<file path="config.mk">
export PLATFORM = sky130hd
export DESIGN_NAME = serial_add_seq
export DESIGN_NICKNAME = d
export VERILOG_FILES = /design/src/rtl/serial_add_seq.sv
export SDC_FILE = /design/constraint.sdc
export NUM_CORES = 1
export LEC_CHECK = 0
export BUFFER_PORTS_ARGS = -buffer_cell sky130_fd_sc_hd__buf_2
export CORE_MARGIN = 4
export CORE_UTILIZATION = 40
export DETAILED_ROUTE_END_ITERATION = 16
export GPL_TIMING_DRIVEN = 1
export PLACE_DENSITY = 0.72
export SYNTH_ARGS = -nofsm -noshare
export SYNTH_HDL_FRONTEND = slang
export SYNTH_SLANG_ARGS = --single-unit
export TNS_END_PERCENT = 50
</file>
<file path="constraint.sdc">
create_clock -name clk -period 2.7 [get_ports clk]
set_input_delay 0.135 -clock clk [delete_from_list [all_inputs] [get_ports clk]]
set_output_delay 0.135 -clock clk [all_outputs]
set_load 0.05 [all_outputs]
</file>
<file path="src/rtl/serial_add_seq.sv">
// serial_add_seq: sequencer and datapath for a bit-serial adder.
// It feeds one operand bit pair plus the running carry to an external
// full adder each cycle, LSB first. It collects the returned sum bits
// and then offers {cout, sum} through a valid/ready handshake.
module serial_add_seq #(
  parameter int WIDTH = 4
) (
  input  logic             clk,
  input  logic             rst_n,
  input  logic             in_valid,
  output logic             in_ready,
  input  logic [WIDTH-1:0] a,
  input  logic [WIDTH-1:0] b,
  input  logic             cin,
  output logic             fa_a,
  output logic             fa_b,
  output logic             fa_cin,
  input  logic             fa_sum,
  input  logic             fa_cout,
  output logic             out_valid,
  input  logic             out_ready,
  output logic [WIDTH-1:0] sum,
  output logic             cout
);

  // Counter is wide enough to hold WIDTH-1, and it also works for WIDTH=1.
  localparam int CW = $clog2(WIDTH) + 1;
  localparam logic [CW-1:0] LAST_BIT = CW'(WIDTH - 1);

  typedef enum logic [1:0] {
    IDLE  = 2'd0,
    SHIFT = 2'd1,
    DONE  = 2'd2
  } state_t;

  state_t           state_q;
  logic [WIDTH-1:0] areg_q;
  logic [WIDTH-1:0] breg_q;
  logic [WIDTH-1:0] sreg_q;
  logic             creg_q;
  logic [CW-1:0]    cnt_q;

  logic [WIDTH-1:0] areg_d;
  logic [WIDTH-1:0] breg_d;
  logic [WIDTH-1:0] sreg_d;
  logic [CW-1:0]    cnt_d;
  logic             in_shift;

  assign in_shift = (state_q == SHIFT);

  // Shift values for one SHIFT cycle. Each new sum bit enters at the MSB,
  // so after WIDTH cycles the first (LSB) result bit has moved down to bit 0.
  assign areg_d = areg_q >> 1;
  assign breg_d = breg_q >> 1;
  assign sreg_d = WIDTH'({fa_sum, sreg_q} >> 1);
  assign cnt_d  = cnt_q + CW'(1);

  // Drive the full adder only during SHIFT. Outside SHIFT its inputs are held at 0.
  assign fa_a   = in_shift & areg_q[0];
  assign fa_b   = in_shift & breg_q[0];
  assign fa_cin = in_shift & creg_q;

  // Handshake flags decode directly from the state register, so an async reset clears them at once.
  assign in_ready  = (state_q == IDLE);
  assign out_valid = (state_q == DONE);
  assign sum       = sreg_q;
  assign cout      = creg_q;

  // Sequencer FSM and datapath registers.
  always_ff @(posedge clk or negedge rst_n) begin
    if (!rst_n) begin
      state_q <= IDLE;
      areg_q  <= '0;
      breg_q  <= '0;
      sreg_q  <= '0;
      creg_q  <= 1'b0;
      cnt_q   <= '0;
    end else begin
      case (state_q)
        IDLE: begin
          if (in_valid) begin
            areg_q  <= a;
            breg_q  <= b;
            creg_q  <= cin;
            cnt_q   <= '0;
            state_q <= SHIFT;
          end
        end
        SHIFT: begin
          areg_q <= areg_d;
          breg_q <= breg_d;
          sreg_q <= sreg_d;
          creg_q <= fa_cout;
          cnt_q  <= cnt_d;
          if (cnt_q == LAST_BIT) begin
            state_q <= DONE;
          end
        end
        DONE: begin
          if (out_ready) begin
            state_q <= IDLE;
          end
        end
        default: state_q <= IDLE;
      endcase
    end
  end

endmodule

</file>
==> results of run 1 <==
sequential cells by signal, indices dropped and copies added, names as in the netlist:
name / cells
areg_q: 4
breg_q: 4
sum: 4
cnt_q: 3
state_q: 2
cout: 1
kinds of logic (layout without fill, tap and decap cells):
| group | Yosys count | count (layout) | share of synthesized area, % |
|---|---|---|---|
| and+or+nand+nor | 27 | 27 | 16.5 |
| AOI/OAI and AO/OA | 26 | 26 | 20.4 |
| DFF | 18 | 18 | 53.2 |
| buffers and inverters | 11 | 34 | 6.94 |
| adders and majority gates | 2 | 2 | 2.95 |
what timing repair did:
action / 4_1_cts / 5_1_grt
setup endpoints to repair: 0 / 0
hold buffers: 1 / 0
hold endpoints to repair: 18 / 0
layout by cell type, fill, tap and decap left out, drive strengths merged:
master and n:
a21oi 5, a22o 1, a2bb2oi 2, and2 3, buf 24, clkbuf 3, dfrtp 18, dlygate4sd3 1
ha 2, inv 6, nand2 14, nand2b 4, nand3b 1, nor2 4, nor2b 1, o21ai 2
o21bai 1, o221a 1, o22ai 11, o31ai 2, o32ai 1
layout make-up:
type / instances / area share, %
clock buffer: 3 / 2.26
inverter: 6 / 2.26
multi-input combinational: 55 / 33.9
sequential: 18 / 45.2
tap: 27 / 3.39
timing repair buffer: 25 / 13.0
power by group:
part / total (W) / switching (W) / leakage, nW / internal (W)
clock: 0.000130 / 0.0000783 / 0.0138 / 0.0000518
combinational: 0.000761 / 0.000522 / 0.257 / 0.000239
sequential: 0.000501 / 0.000106 / 0.220 / 0.000395
total: 0.00139 / 0.000706 / 0.491 / 0.000686
synth_stat cells:
master	n	area share, %
dfrtp_1	18	53
nand2_1	14	6.2
o22ai_1	11	8.1
inv_1	6	2.7
a21oi_1	5	3.0
nand2b_1	4	3.0
and2_1	3	2.2
a2bb2oi_1	2	2.1
buf_2	2	1.2
buf_4	2	1.8
ha_1	2	3.0
nor2_1	2	0.89
nor2_4	2	2.7
o21ai_0	2	1.2
o31ai_1	2	1.8
a22o_1	1	1.0
buf_6	1	1.3
nand3b_1	1	0.89
nor2b_1	1	0.74
o21bai_1	1	0.89
o221a_2	1	1.3
o32ai_1	1	1.0
per-stage QoR:
step                      instance area (um^2)  cells  worst slack [ns]  total power (W)
after floorplan                            847     84              1.07          0.00113
after global placement                     965    130              1.10          0.00125
after detailed placement                   965    130              1.01          0.00128
after CTS                                  997    134             0.685          0.00140
after global routing                       997    134             0.530          0.00150
final                                      997    134             0.679          0.00139
routing by layer:
| layer | global-route usage, % | wire length, um |
|---|---|---|
| met5 | 0 | 0 |
| met3 | 4.43 | 69 |
| met4 | 3.73 | 0 |
| met1 | 19.0 | 841 |
| met2 | 22.4 | 920 |
worst max path at each step:
stage | end | depth (start not counted) | startpoint
5_1_grt | fa_a | 3 | state_q[0]
4_1_cts | fa_a | 3 | state_q[0]
6_report | fa_a | 3 | state_q[0]
3_3_place_gp | fa_a | 3 | state_q[0]
2_1_floorplan | breg_q[1] | 4 | state_q[0]
3_5_place_dp | fa_a | 3 | state_q[0]
==> impl_metrics.csv, run 1 <==
group,metric,value,unit
drt,drtIter0Drc,7,
cells_and_area,regArea,450,um^2
clock_tree,tritoncts,"built",
sta,fin_skew,0.00492,ns
clock_tree,clock_latency,0.29,ns
sta,max_slew_margin,61.5,%
grt,grt_pass1_vias,657,
drt,wirelength,1.83,mm
floorplan,fp.dieW,54.0,um
sta,setup_viol,0,
setup_path,worstPathMaxFanout,12,
setup_path,r2r-start,"state_q[0]",
grt,grtUsageTotal,14.3,%
setup_path,cp.required,2.57,ns
floorplan,io_pins,25,
synthesis,ys_types,22,
drt,drc_errors,0,
sta,timing.setup.tns,0,ns
cells_and_area,syn_to_final_growth,17.7,%
sta,rsz0062_at_grt,"no",
grt,antenna_found_initial,0,
synthesis,ys_seq_elements,18,
drt,via_count,686,
clock_tree,cts.path.max_buffers,2,
setup_path,worstPathCellList,"nor2b_1 > and2_1 > buf_2",
clock_tree,numCtsBuffers,3,
cells_and_area,fin_util,50.3,%
synthesis,synthesis.nets,101,
setup_path,critPathSlowestCell,"dfrtp_1",
drt,drt-vias-per-instance,5.12,
cells_and_area,antenna_cells,0,
setup_path,timing.rr.end,"cnt_q[1]",
setup_path,max_stage_delay,0.59,ns
clock_tree,htree_levels,1,
sta,fmax,495,MHz
cells_and_area,nets,126,
sta,fin_crit_sh,74.8,%
setup_path,arrival,1.89,ns
place,hpwl,1.38,mm
hold_path,holdCritStartpoint,"out_ready",
clock_tree,clock_sinks,18,
setup_path,r2r.worst_path.cells,2,
grt,grt.overflow.total,0,
pwr,ir_drop,0.000693,V
floorplan,die_area,2920,um^2
synthesis,ys_warn_count,0,
floorplan,fp.dieH,54.0,um
pwr,cellLeakagePower,0.491,nW
floorplan,initial_core_util,42.7,%
setup_path,cp-start-kind,"register",
floorplan,rows,16,
setup_path,critical_path.top_delay_family,"simple AND/OR/NAND/NOR gates",
clock_tree,cts_setup_buffers,0,
setup_path,r2r_slack,1.28,ns
grt,grt_pass1_wl,3.04,mm
run,maxCapViolations,0,
hold_path,min_to,"state_q[1]",
place,portBuffers,24,
setup_path,end_kind,"primary output",
drt,ant_nets,0,
grt,grt_max_degree,19,
cells_and_area,drive_above_1_share,28.0,%
sta,finalHoldViolCount,0,
sta,min_period,2.02,ns
setup_path,cp_num_buf_inv,1,
hold_path,holdPathStages,2,
synthesis,avgSynthCellArea,10.1,um^2
setup_path,worstSetupPathType,"register to primary output",
sta,worst_pin_slew,0.576,ns
sta,drv_slew,0,
clock_tree,clockRootBuffer,"clkbuf_4",
place,gp_congestion,0.718,
synthesis,yosysSeqAreaShare,53.2,%
synthesis,netlist_instances,84,
drt,detail_route.wl_per_cell,13.7,um
hold_path,hold_class,"input pin to register",
floorplan,core,1980,um^2
status,outcome,"complete, no violations",
clock_tree,path_clk_slew,0.10,ns
clock_tree,cts.repair.resized,0,
sta,whs,0.0140,ns
cells_and_area,fillers,193,
drt,firstDrtPassIters,4,
synthesis,syn-cell-area,847,um^2
pwr,powerDensity,1400,nW/um^2
cells_and_area,multi_input_area,338,um^2
Note: power is estimated with default switching activity, not from simulation.
==> run 2, diff against run 1 <==
- PLACE_DENSITY: 0.72 -> 0.75
- clock period: 2.7 -> 1.7 ns (I/O delays scaled with it)
==> run 2 against run 1 <==
  * Sequential share of layout area is 2.2 points lower
  * Worst setup slack worse by 0.51 ns
  * Sequential cell count stayed put
  * Global-route usage is 1.1 points higher
  * Combinational power is 68% higher
  * Highest routed layer is now met4
  * Clock power is 100% higher
  * Die area stayed put
==> impl_metrics.csv, run 2 (synthesis results as in run 1) <==
group,metric,value,unit
status,outcome,"complete, no violations",
clock_tree,htree_levels,1,
pwr,power.internal,0.00118,W
hold_path,hold_class,"input pin to register",
cells_and_area,syn_to_final_growth,23.8,%
run,maxCapViolations,0,
clock_tree,tritoncts,"built",
cells_and_area,final_cell_mix,"24 x buf_2, 18 x dfrtp_1, 14 x nand2_1, 11 x o22ai_1, 6 x inv_1",
clock_tree,clockRootBuffer,"clkbuf_4",
pwr,powerDensity,2200,nW/um^2
clock_tree,numCtsBuffers,3,
pwr,seqPwrFrac,33.0,%
sta,min_period,1.53,ns
sta,max_slew_margin,73.1,%
sta,setup_viol,0,
drt,drc_errors,0,
sta,finalHoldViolCount,0,
setup_path,worstSetupPathType,"register to primary output",
setup_path,arrival,1.45,ns
pwr,switching_share,48.9,%
grt,antenna_found_initial,0,
drt,wirelength,1.81,mm
place,dp_cells,132,
pwr,power_frac_clock,11.4,%
sta,drv_slew,0,
cells_and_area,fin_cells,139,
setup_path,worstPathMaxFanout,9,
place,portBuffers,24,
sta,rsz0062_at_grt,"no",
grt,grt.overflow.total,0,
drt,drt-vias-per-instance,4.98,
drt,drtIter0Drc,5,
pwr,p_switching,0.00113,W
floorplan,rows,16,
drt,detail_route.wl_per_cell,13.0,um
floorplan,core,1980,um^2
floorplan,fp.dieH,54.0,um
sta,fmax,654,MHz
clock_tree,cts.path.max_buffers,2,
cells_and_area,drive_above_1_share,30.4,%
setup_path,end_kind,"primary output",
grt,grtUsageTotal,15.4,%
pwr,comb_power_share,55.6,%
pwr,finalPower,0.00231,W
setup_path,cp-start-kind,"register",
grt,grt_pass1_vias,731,
grt,grt_max_degree,19,
sta,timing.setup.tns,0,ns
pwr,ir_drop,0.00130,V
floorplan,die_area,2920,um^2
cells_and_area,final_common_cell,"buf_2",
setup_path,cp.required,1.62,ns
drt,via_count,692,
place,hpwl,1.35,mm
drt,firstDrtPassIters,3,
floorplan,fp.dieW,54.0,um
floorplan,io_pins,25,
cells_and_area,antenna_cells,0,
sta,worst_pin_slew,0.403,ns
clock_tree,path_clk_slew,0.11,ns
place,gp_congestion,0.769,
sta,fin_skew,0.00688,ns
drt,ant_nets,0,
cells_and_area,nets,130,
clock_tree,clock_sinks,18,
floorplan,initial_core_util,42.7,%
sta,fin_crit_sh,90.0,%
grt,grt_pass1_wl,3.23,mm
pwr,cellLeakagePower,0.517,nW
clock_tree,clock_latency,0.29,ns
## run 2: final timing paths
check,startpoint,to,slack [ns],cells after the start
worst max-delay path,state_q[1],fa_a,0.17,3
min in group asynchronous,rst_n,state_q[1],0.24,2
max in group asynchronous,rst_n,sum[3],1.17,2
worst max register to register,state_q[1],breg_q[1],0.37,2
worst min-delay path,b[3],breg_q[3],0.03,3
worst min register to register,sum[2],sum[1],0.49,2
## run 2: worst max-delay path, stage by stage (launching register included)
cell and delay, ns:
dfrtp_1 0.50, nor2b_2 0.23, and2_1 0.16, buf_2 0.26
## run 2: metal layers
layer	part of all wire [%]	up-vias	track usage, %
li1	-	350	-
met1	47	321	18.1
met2	47	19	26.2
met3	5.7	2	6.93
met4	0.44	0	2.49
met5	0	-	0
## run 2: what timing repair did
item | CTS | global route
buffers inserted | 0 | 0
hold buffers | 3 | 0
setup endpoints to repair | 0 | 3
endpoints found under the hold margin | 20 | 0
gates resized for setup | 0 | 1
## run 2: area by class of cell
cell class	count	area, um^2
inverter	6	22.5
fill	182	933
tap	27	33.8
clock buffer	4	36.3
sequential	18	450
multi-input combinational	55	340
timing repair buffer	29	165
## run 2: stage by stage
stage          setup WS (ns)  hold WS [ns]  utilization (%)  cell area [um^2]
2_1_floorplan         0.0676        -0.211                -               847
3_3_place_gp           0.433        0.0358             49.4               980
3_5_place_dp           0.398        0.0382             49.4               980
4_1_cts               0.0553        0.0203             52.8              1050
5_1_grt               0.0586        0.0169             52.9              1050
6_report               0.170        0.0264             52.9              1050
## run 2: power by group through the flow
| stage | Sequential (W) | Combinational [W] | Clock [W] |
|---|---|---|---|
| 2_1_floorplan | 0.000926 | 0.000863 | 0 |
| 3_3_place_gp | 0.000763 | 0.00126 | 0 |
| 3_5_place_dp | 0.000774 | 0.00128 | 0 |
| 4_1_cts | 0.000764 | 0.00129 | 0.000274 |
| 5_1_grt | 0.000797 | 0.00142 | 0.000292 |
| 6_report | 0.000763 | 0.00128 | 0.000263 |
